<file path="src/rtl/display_scan.sv">
// Four-digit multiplexed hex display scanner with per-slot dead time,
// frame-aligned display updates and optional leading-zero blanking.
module display_scan #(
    parameter int SCAN_DIV  = 1000,
    parameter int BLANK_CYC = 16
) (
    input  logic        clk,
    input  logic        rst_n,
    input  logic        load,
    input  logic [15:0] value,
    input  logic        lz_en,
    output logic [3:0]  digit,
    output logic        blank,
    output logic [3:0]  an,
    output logic        frame_tick
);
    localparam int CNT_W = (SCAN_DIV > 2) ? $clog2(SCAN_DIV) : 1;
    localparam logic [CNT_W-1:0] CNT_LAST  = CNT_W'(SCAN_DIV - 1);
    localparam logic [CNT_W-1:0] BLANK_END = CNT_W'(BLANK_CYC);

    logic [CNT_W-1:0] cnt_q, cnt_d;
    logic [1:0]       idx_q, idx_d;
    logic [15:0]      pend_q, pend_d;
    logic [15:0]      disp_q, disp_d;
    logic             lz_q;
    logic             run_q;

    logic cnt_wrap;
    logic frame_end;
    logic dead_time;
    logic lead_zero;
    logic in_blank;

    assign cnt_wrap  = (cnt_q == CNT_LAST);
    assign frame_end = cnt_wrap && (idx_q == 2'd3);

    // A load on the frame edge reaches disp through pend_d, giving the bypass.
    always_comb begin
        cnt_d  = cnt_wrap ? '0 : cnt_q + CNT_W'(1);
        idx_d  = cnt_wrap ? idx_q + 2'd1 : idx_q;
        pend_d = load ? value : pend_q;
        disp_d = frame_end ? pend_d : disp_q;
    end

    always_ff @(posedge clk or negedge rst_n) begin
        if (!rst_n) begin
            cnt_q  <= '0;
            idx_q  <= 2'd0;
            pend_q <= 16'h0000;
            disp_q <= 16'h0000;
            lz_q   <= 1'b0;
            run_q  <= 1'b0;
        end else begin
            cnt_q  <= cnt_d;
            idx_q  <= idx_d;
            pend_q <= pend_d;
            disp_q <= disp_d;
            lz_q   <= lz_en;
            run_q  <= 1'b1;
        end
    end

    generate
        if (BLANK_CYC == 0) begin : g_no_dead
            assign dead_time = 1'b0;
        end else begin : g_dead
            assign dead_time = (cnt_q < BLANK_END);
        end
    endgenerate

    always_comb begin
        digit     = 4'h0;
        lead_zero = 1'b0;
        case (idx_q)
            2'd0: digit = disp_q[3:0];
            2'd1: begin digit = disp_q[7:4];   lead_zero = (disp_q[15:4] == 12'h000); end
            2'd2: begin digit = disp_q[11:8];  lead_zero = (disp_q[15:8] == 8'h00);   end
            default: begin digit = disp_q[15:12]; lead_zero = (disp_q[15:12] == 4'h0); end
        endcase
    end

    // run_q keeps the anodes dark until the first edge after reset release.
    assign in_blank   = !run_q || dead_time || (lz_q && lead_zero);
    assign blank      = in_blank;
    assign an         = in_blank ? 4'b1111 : ~(4'b0001 << idx_q);
    assign frame_tick = frame_end;

endmodule

</file>
<file path="config.mk">
export PLATFORM = sky130hd
export DESIGN_NAME = display_scan
export DESIGN_NICKNAME = d
export VERILOG_FILES = /design/src/rtl/display_scan.sv
export SDC_FILE = /design/constraint.sdc
export NUM_CORES = 1
export LEC_CHECK = 0
export CAP_MARGIN = 20
export CORE_MARGIN = 3
export CORE_UTILIZATION = 47
export CTS_CLUSTER_DIAMETER = 40
export DETAILED_ROUTE_END_ITERATION = 8
export HOLD_SLACK_MARGIN = 0.08
export PLACE_DENSITY = 0.71
export SKIP_CTS_REPAIR_TIMING = 1
export SLEW_MARGIN = 20
export SYNTH_ARGS = -nofsm -noshare
export SYNTH_HDL_FRONTEND = slang
export SYNTH_SLANG_ARGS = --single-unit
</file>
<file path="constraint.sdc">
create_clock -name clk -period 1.9 [get_ports clk]
set_clock_uncertainty 0.05 [all_clocks]
set_input_delay 0.38 -clock clk [delete_from_list [all_inputs] [get_ports clk]]
set_output_delay 0.38 -clock clk [all_outputs]
set_load 0.005 [all_outputs]
</file>
; ---- Yosys cells after proc, flatten, opt, wreduce, memory -nomap -nowiden
; Index checks and enable logic that the tools add are counted.
; Widths: inputs -> output; s select.
[word_totals]
register_bits = 46
inputBits = 20
out_inout_bits = 10
word_cells = 29
[classes]
addsub = 2
order_cmp = 1
eq_ne = 4
n_shift = 1
muxes = 5
n_bitwise = 1
n_reduce_logical = 9
[ops]
columns = operator, n
row1 = $mux 16, 1
row2 = $logic_not 12->1, 1
row3 = $pmux 4 s3, 1
row4 = $add 10x1->10 const B, 1
row5 = $eq 10x10->1 const B, 1
row6 = $lt 10x5->1 const B, 1
row7 = $mux 10, 1
row8 = $logic_not 8->1, 1
row9 = $eq 2x2->1 const B, 2
row10 = $logic_not 4->1, 1
row11 = $mux 4, 1
row12 = $not 4->4, 1
row13 = $shl 1x2->4 const A, 1
row14 = $pmux 1 s3, 1
row15 = $add 2x1->2 const B, 1
row16 = $eq 2x1->1 const B, 1
row17 = $logic_and 1x1->1, 2
row18 = $logic_not 2->1, 1
row19 = $logic_or 1x1->1, 2
row20 = $logic_not 1->1, 1

; ---- Logic depth before layout (Yosys ltp)
; Gate-level depths: netlist of run 1.
[logic_depth]
word_depth = 5
ltp_mapped = 6
mapped_depth_nobuf = 5

; ---- Worst setup path before layout of run 1
; No wires, ideal clock.
[synth_timing]
path_kind = reg-to-output
startpoint = register cnt_q[9]
endpoint = output an[0]
arrival_time_ns = 1.353
t_required_ns = 1.470
setup_slack_ns = 0.117
path_stages_with_launch = 5
path_buffers = 0
path_cell_list = dfrtp_1 > or4_1 > o31a_1 > o21a_1 > nand2_1
[synth_via]
elab_chain_cells = 4
[synth_rtl]
columns = element, line
row1 = "start, declared", 21  ; logic [CNT_W-1:0] cnt_q, cnt_d;
row2 = "start signal, assigned", 54  ; cnt_q <= cnt_d;
row3 = $lt 10x5->1, 67  ; assign dead_time = (cnt_q < BLANK_END);
row4 = $logic_or 1x1->1 (2 in series), 83  ; assign in_blank = !run_q || dead_time || (lz_q && lead_zero);
row5 = $mux 4, 85  ; assign an = in_blank ? 4'b1111 : ~(4'b0001 << idx_q);
row6 = "end, declared", 14  ; output logic [3:0] an,
; No other way between the ends.

; ---- Worst setup path in the final report of run 1
[layout_timing]
startpoint = register cnt_q[6]
endpoint = output an[3]
; The elaborated chain is that of the path after synthesis.

==> results of run 1 <==
[metrics by stage]
stage	setup TNS (ns)	area, um2
3_5_place_dp	-2.97	2660
5_1_grt	-3.51	2910
4_1_cts	-6.31	2760
3_3_place_gp	-2.64	2660
2_1_floorplan	0	2060
6_report	-2.67	2910
[cells by family after synthesis]
family | Yosys count | share of synthesized area, %
xor gates and xnor gates | 7 | 2.97
adders and majority gates | 6 | 3.64
AOI/OAI and AO/OA | 14 | 5.21
DFF | 46 | 55.8
buffers and inverters | 13 | 2.85
muxes | 36 | 21.2
other | 1 | 0.182
and+or+nand+nor | 31 | 8.18
[state kept, by name (all words and copies together) (netlist names)]
name,count
cnt_q,10
disp_q,16
idx_q,2
lz_q,1
pend_q,16
run_q,1
[where the power goes]
part	internal, mW	switching, mW	total (mW)
Clock	0.394	0.309	0.703
Sequential	1.03	0.0203	1.05
Combinational	0.121	0.0747	0.195
Total	1.55	0.404	1.95
[synth_stat cells, types with 2 or more instances]
library cell  instances
dfrtp_1              46
mux2_2               22
mux2_4               10
inv_1                 8
nand2_1               7
nor2_1                7
ha_1                  6
xnor2_1               5
a222oi_1              4
mux2i_1               4
nor3_1                4
nand3_1               3
a31oi_1               2
buf_2                 2
clkbuf_1              2
nor4_1                2
o21ai_0               2
xor2_1                2
[per-layer routing]
layer	part of all wire [%]	global-route usage, %
met1	42	21.9
met2	52	30.1
met3	5.2	4.29
met4	0.90	6.26
met5	0	0
[how the worst min path moves through the flow]
stage                   start    endpoint  slack (ns)  cells after the start
floorplan               rst_n    cnt_q[0]        0.03                      0
global placement        rst_n  pend_q[11]        0.33                      1
detailed placement      rst_n   pend_q[8]        0.35                      1
CTS                     rst_n   pend_q[8]        0.03                      1
global route            lz_en        lz_q        0.46                      1
finish              pend_q[2]   pend_q[2]        0.45                      1
[final cells by class]
| class | count | area (um2) |
|---|---|---|
| timing repair buffer | 74 | 608 |
| fill | 277 | 1200 |
| tap | 50 | 62.6 |
| inverter | 8 | 35.0 |
| multi-input combinational | 95 | 950 |
| clock inverter | 1 | 30.0 |
| sequential | 46 | 1150 |
| clock buffer | 7 | 76.3 |
[worst max-delay path, stage by stage, from the launching register on]
cell and delay (ns):
dfrtp_1 0.38, or4_1 0.51, o31a_1 0.34, o21a_1 0.16, buf_4 0.15, nand2_2 0.06
clkbuf_2 0.10
[cell usage in the layout, fill, tap and decap left out, types with 2 or more instances in the layout]
cell,netlist,routed
buf_12,0,2
xor2_1,2,2
clkbuf_2,0,7
a31oi_1,2,2
a222oi_1,4,4
dfrtp_1,46,45
nand3_1,3,2
mux2_4,10,10
buf_6,1,2
buf_4,0,40
mux2_2,22,22
nand2_2,0,2
nor3_1,4,3
clkbuf_1,2,2
nor2_1,7,7
ha_4,0,4
inv_1,8,6
o21ai_0,2,2
nor4_1,2,2
mux2i_1,4,4
xnor2_1,5,5
clkdlybuf4s50_1,0,18
nand2_1,7,5
clkbuf_8,0,5
buf_2,2,4
inv_4,0,2
==> metrics.txt, run 1 <==
status complete, but fails checks; failing checks setup timing; die area 5220 um2; final period utilization 128%; Setup crit end an[3]; sequential-to-total area share from yosys stat 55.8%; first-pass GRT wire length 7.05 mm; syn_nets 180; clock root buffer master clkbuf_8; Sink Count 46; Hold Path Class reg2reg; mapped cell area 2060 um2; Post-synth EDFFs 0; PnR worst setup slack -0.527 ns; post-synth top area share 55.8%; Layout Nets 256; final setup vio count 10; Post-DP HPWL 3.18 mm; post-synth top area cell dfrtp_1; Die Wd 72.3 um; vias in the first global route 1534; Initial Util 50.2%; Slew HR 63.2%; synth warn 0; r2r worst-path depth 6; Max IR drop VDD 0.383 mV; crit end category output pin; CTS tree yes; TritonRoute pass-1 iters 4; die height 72.3 um; Syn Inst Count 154; CP required 1.47 ns; Max FO, Critical Path 4; ANT nets after route 0; CP arrival 2.00 ns; clock buffers created by TritonCTS 5; area delta synth->final 41.2%; Reg clk slew, reported paths 0.08 ns; Util after Layout 70.8%; CTS H-tree depth 2; Avg WL per Cell 15.9 um; RSZ-0062 raised after global routing yes; Site Rows 23; total routed wirelength 4.47 mm; Main synth FF type dfrtp_1; Seq cells post-synth 46; maximum clock path buffer count 2; leakage 1.35 nW; R2R Path Start cnt_q[1]; non-filler cells, final 281; Via-to-Cell Ratio 5.13; Slew Limit Fails 0; Total GRT Usage 17.7%; Place WS -0.427 ns; Area contributors post-synth dfrtp_1 56%, mux2_2 12%, mux2_4 7.3%, ha_1 3.6%, xnor2_1 2.1%; crit path time final 2.43 ns; Placed Cells incl. Taps 261; Worst Hold Slack 0.451 ns; pwr/cell area 669 nW/um2; CP startpoint kind flip-flop; reg2reg setup slack 0.05 ns; Max Clk Rate 412 MHz; First DRT Iteration DRCs 96; diode count 0; I/O pins 30; core area 4120 um2; worst slew pin tran 0.552 ns; insertion delay to the later sink of the worst-skew pair 0.30 ns; Routability Congestion 0.846; via count 1441; share of layout cells above drive strength 1 47.2%; largest net degree at the start of global routing 25; MaxCap Viol Count 0; Port Buf Inserts 29; RR Endpoint disp_q[11]; Power, Total 1.95 mW; Avg Cell Area, Syn 13.4 um2; FFs w/ async S/R, synth 100%; initial antenna violation count 0; GRT overflow 0; crit path kind reg2out; CP Launch Point cnt_q[6]; Cell variety after synth 34; # DRC 0; final hold vios 0
No activity file was read; power rests on OpenSTA's default activity.
==> run 2, diff against run 1 <==
SLEW_MARGIN = 5   (was 20)
==> results of run 2 <==
Same layout as run 1: the final DEF is identical, and so are final timing and power.
==> run 3, diff against run 2 <==
CORE_UTILIZATION = 30   (was 47)
PLACE_DENSITY = default   (was 0.71)
SKIP_CTS_REPAIR_TIMING = default   (was 1)
==> run 3 against run 2 <==
Effect of this change:
- the flow still finishes with violations (setup timing)
- flip-flop and latch count did not move
- total power fell by 4.7%
- count of clock-buffer cells in the layout did not move
- global-route usage fell by 5.7 points
- design area rose by 3.0%
- register-to-register slack improved by 0.04 ns
- sequential share of layout area fell by 1.2 points
- hold slack got worse by 0.0021 ns
- critical path depth did not move
- critical endpoint is now an[0]
- maximum frequency rose by 3.4%
- critical path type unchanged
==> metrics.txt, run 3 (same netlist as run 1, synthesis figures left out) <==
MaxCap Viol Count 0 (unchanged); clock power share 32.6% (-3.4 points); crit path time final 2.35 ns (-0.0805 ns); # DRC 0 (unchanged); maximum clock path buffer count 2 (unchanged); Int Pwr 1.45 mW (-6.2%); First DRT Iteration DRCs 53 (-45%); RSZ-0062 raised after global routing yes; Layout Nets 260 (+1.6%); sequential share of power 56.5% (+2.6 points); Max FO, Critical Path 3 (-1); die height 89.0 um (+23%); Power, Total 1.86 mW (-4.7%); largest net degree at the start of global routing 47 (+88%); Post-DP HPWL 3.12 mm (-2.0%); non-filler cells, final 312 (+11%); crit end category output pin; Site Rows 29 (+26%); final setup vio count 9 (-1); clock root buffer master clkbuf_8; via count 1429 (-0.83%); setup_tns -2.71 ns (-0.0383 ns); Max stage delay on crit path 0.52 ns (about the same); share of layout cells above drive strength 1 48.9% (+1.8 points); Reg clk slew, reported paths 0.08 ns (about the same); leakage 1.39 nW (+2.8%); ANT nets after route 0 (unchanged); switching power total 408 uW (+1.1%); Hold Path Class reg2reg; Initial Util 31.8% (-18 points); I/O pins 30 (unchanged); TritonRoute pass-1 iters 4 (unchanged); die area 7910 um2 (+51%); commonest cells after routing, fill and taps aside 46 x dfrtp_1, 38 x buf_4, 22 x mux2_2; Port Buf Inserts 29 (unchanged); crit-path cells or4_1, o31a_1, o21a_1, buf_6, nand2_2, buf_2; crit path kind reg2out; sequential cell area 1150 um2 (-0.11%); combinational fraction of design power 10.9% (+0.9 points); initial antenna violation count 0 (unchanged); Die Wd 89.0 um (+23%); Place WS -0.419 ns (+0.00785 ns); first-pass GRT wire length 7.15 mm (+1.4%); clock buffers created by TritonCTS 5 (unchanged); CP startpoint kind flip-flop; total routed wirelength 4.47 mm (about the same); vias in the first global route 1528 (-0.39%); core area 6490 um2 (+58%); insertion delay to the later sink of the worst-skew pair 0.29 ns (about the same); CP arrival 1.92 ns (-0.08 ns); Sink Count 46 (unchanged); Avg WL per Cell 14.3 um (-9.9%); fillers 586 (+110%); Via-to-Cell Ratio 4.58 (-11%); status complete, but fails checks; slowest CP cell or4_1; Max Clk Rate 426 MHz (+3.4%); final hold vios 0 (unchanged); pwr/cell area 619 nW/um2 (-7.5%); area delta synth->final 45.4%; Slew Limit Fails 0 (unchanged); CTS H-tree depth 2 (unchanged); diode count 0 (unchanged); failing checks setup timing; Top Registers disp_q x16, pend_q x16, cnt_q x10; GRT overflow 0 (unchanged); commonest non-fill, non-tap cell in the layout dfrtp_1; final period utilization 123% (-4.2 points); Max IR drop VDD 0.332 mV (-13%); PnR worst setup slack -0.446 ns (+0.0805 ns); CTS tree yes; Placed Cells incl. Taps 290 (+11%); Sw Ratio 22.0% (+1.3 points); Routability Congestion 0.775 (-8.4%); Multi-input gate area 957 um2 (+0.79%); Total GRT Usage 12.0% (-5.7 points); CP required 1.47 ns (about the same)
[run 3: cell types whose count changed in the layout (fill, tap and decap cells not counted), moves of 2 or more]
cell	delta
buf_2	+5
buf_6	+8
clkbuf_2	-7
buf_4	-2
[run 3: power groups by stage]
stage | sequential, mW | combinational [mW] | clock, mW
after detailed placement | 1.07 | 0.201 | 0
final | 1.05 | 0.202 | 0.606
after CTS | 1.05 | 0.202 | 0.629
after global placement | 1.07 | 0.197 | 0
after floorplan | 1.07 | 0.0852 | 0
after global routing | 1.06 | 0.223 | 0.676
[run 3: per-stage QoR]
step	instance area (um2)	hold slack, ns	utilization, %
2_1_floorplan	2060	0.0344	-
3_3_place_gp	2710	0.328	41.6
3_5_place_dp	2710	0.327	41.6
4_1_cts	2940	0.454	45.3
5_1_grt	3000	0.467	46.2
6_report	3000	0.449	46.2
[run 3: final timing paths]
path	startpoint	endpoint	slack, ns	cells past startpoint
max in group asynchronous	rst_n	disp_q[4]	1.05	3
min in group asynchronous	rst_n	cnt_q[2]	0.53	3
setup / recovery	cnt_q[9]	an[0]	-0.45	6
setup reg to reg	cnt_q[0]	disp_q[7]	0.09	6
hold / removal	pend_q[0]	pend_q[0]	0.45	1
hold reg to reg	pend_q[0]	pend_q[0]	0.45	1
[run 3: what timing repair did]
item	4_1_cts	5_1_grt
pin swaps	13	10
endpoints found under the hold margin	46	0
gates resized for setup	62	11
setup buffers	11	4
setup endpoints to repair	10	26
hold buffers	1	0
[run 3: metal layers]
metal | global-route usage, % | wire length [um] | part of all wire (%) | up-vias
li1 | - | - | - | 711
met1 | 15.1 | 2070 | 46 | 689
met2 | 20.3 | 2200 | 49 | 24
met3 | 2.76 | 153 | 3.4 | 5
met4 | 4.06 | 40 | 0.90 | 0
met5 | 0 | 0 | 0 | -
[run 3: layout make-up]
cell class              count  share of cell area (%)
clock buffers               7                    2.88
clock inverters             1                   0.167
inverters                   8                    1.08
multi-input cells          95                    31.9
flip-flops and latches     46                    38.3
well taps                  77                    3.21
repair buffers             78                    22.4
[run 3: critical path: cells and delay by family (launching register included)]
kind | cells | cell delay [ns]
buf+inv | 2 | 0.24
compound gates | 2 | 0.43
flops | 1 | 0.39
simple gates | 2 | 0.56
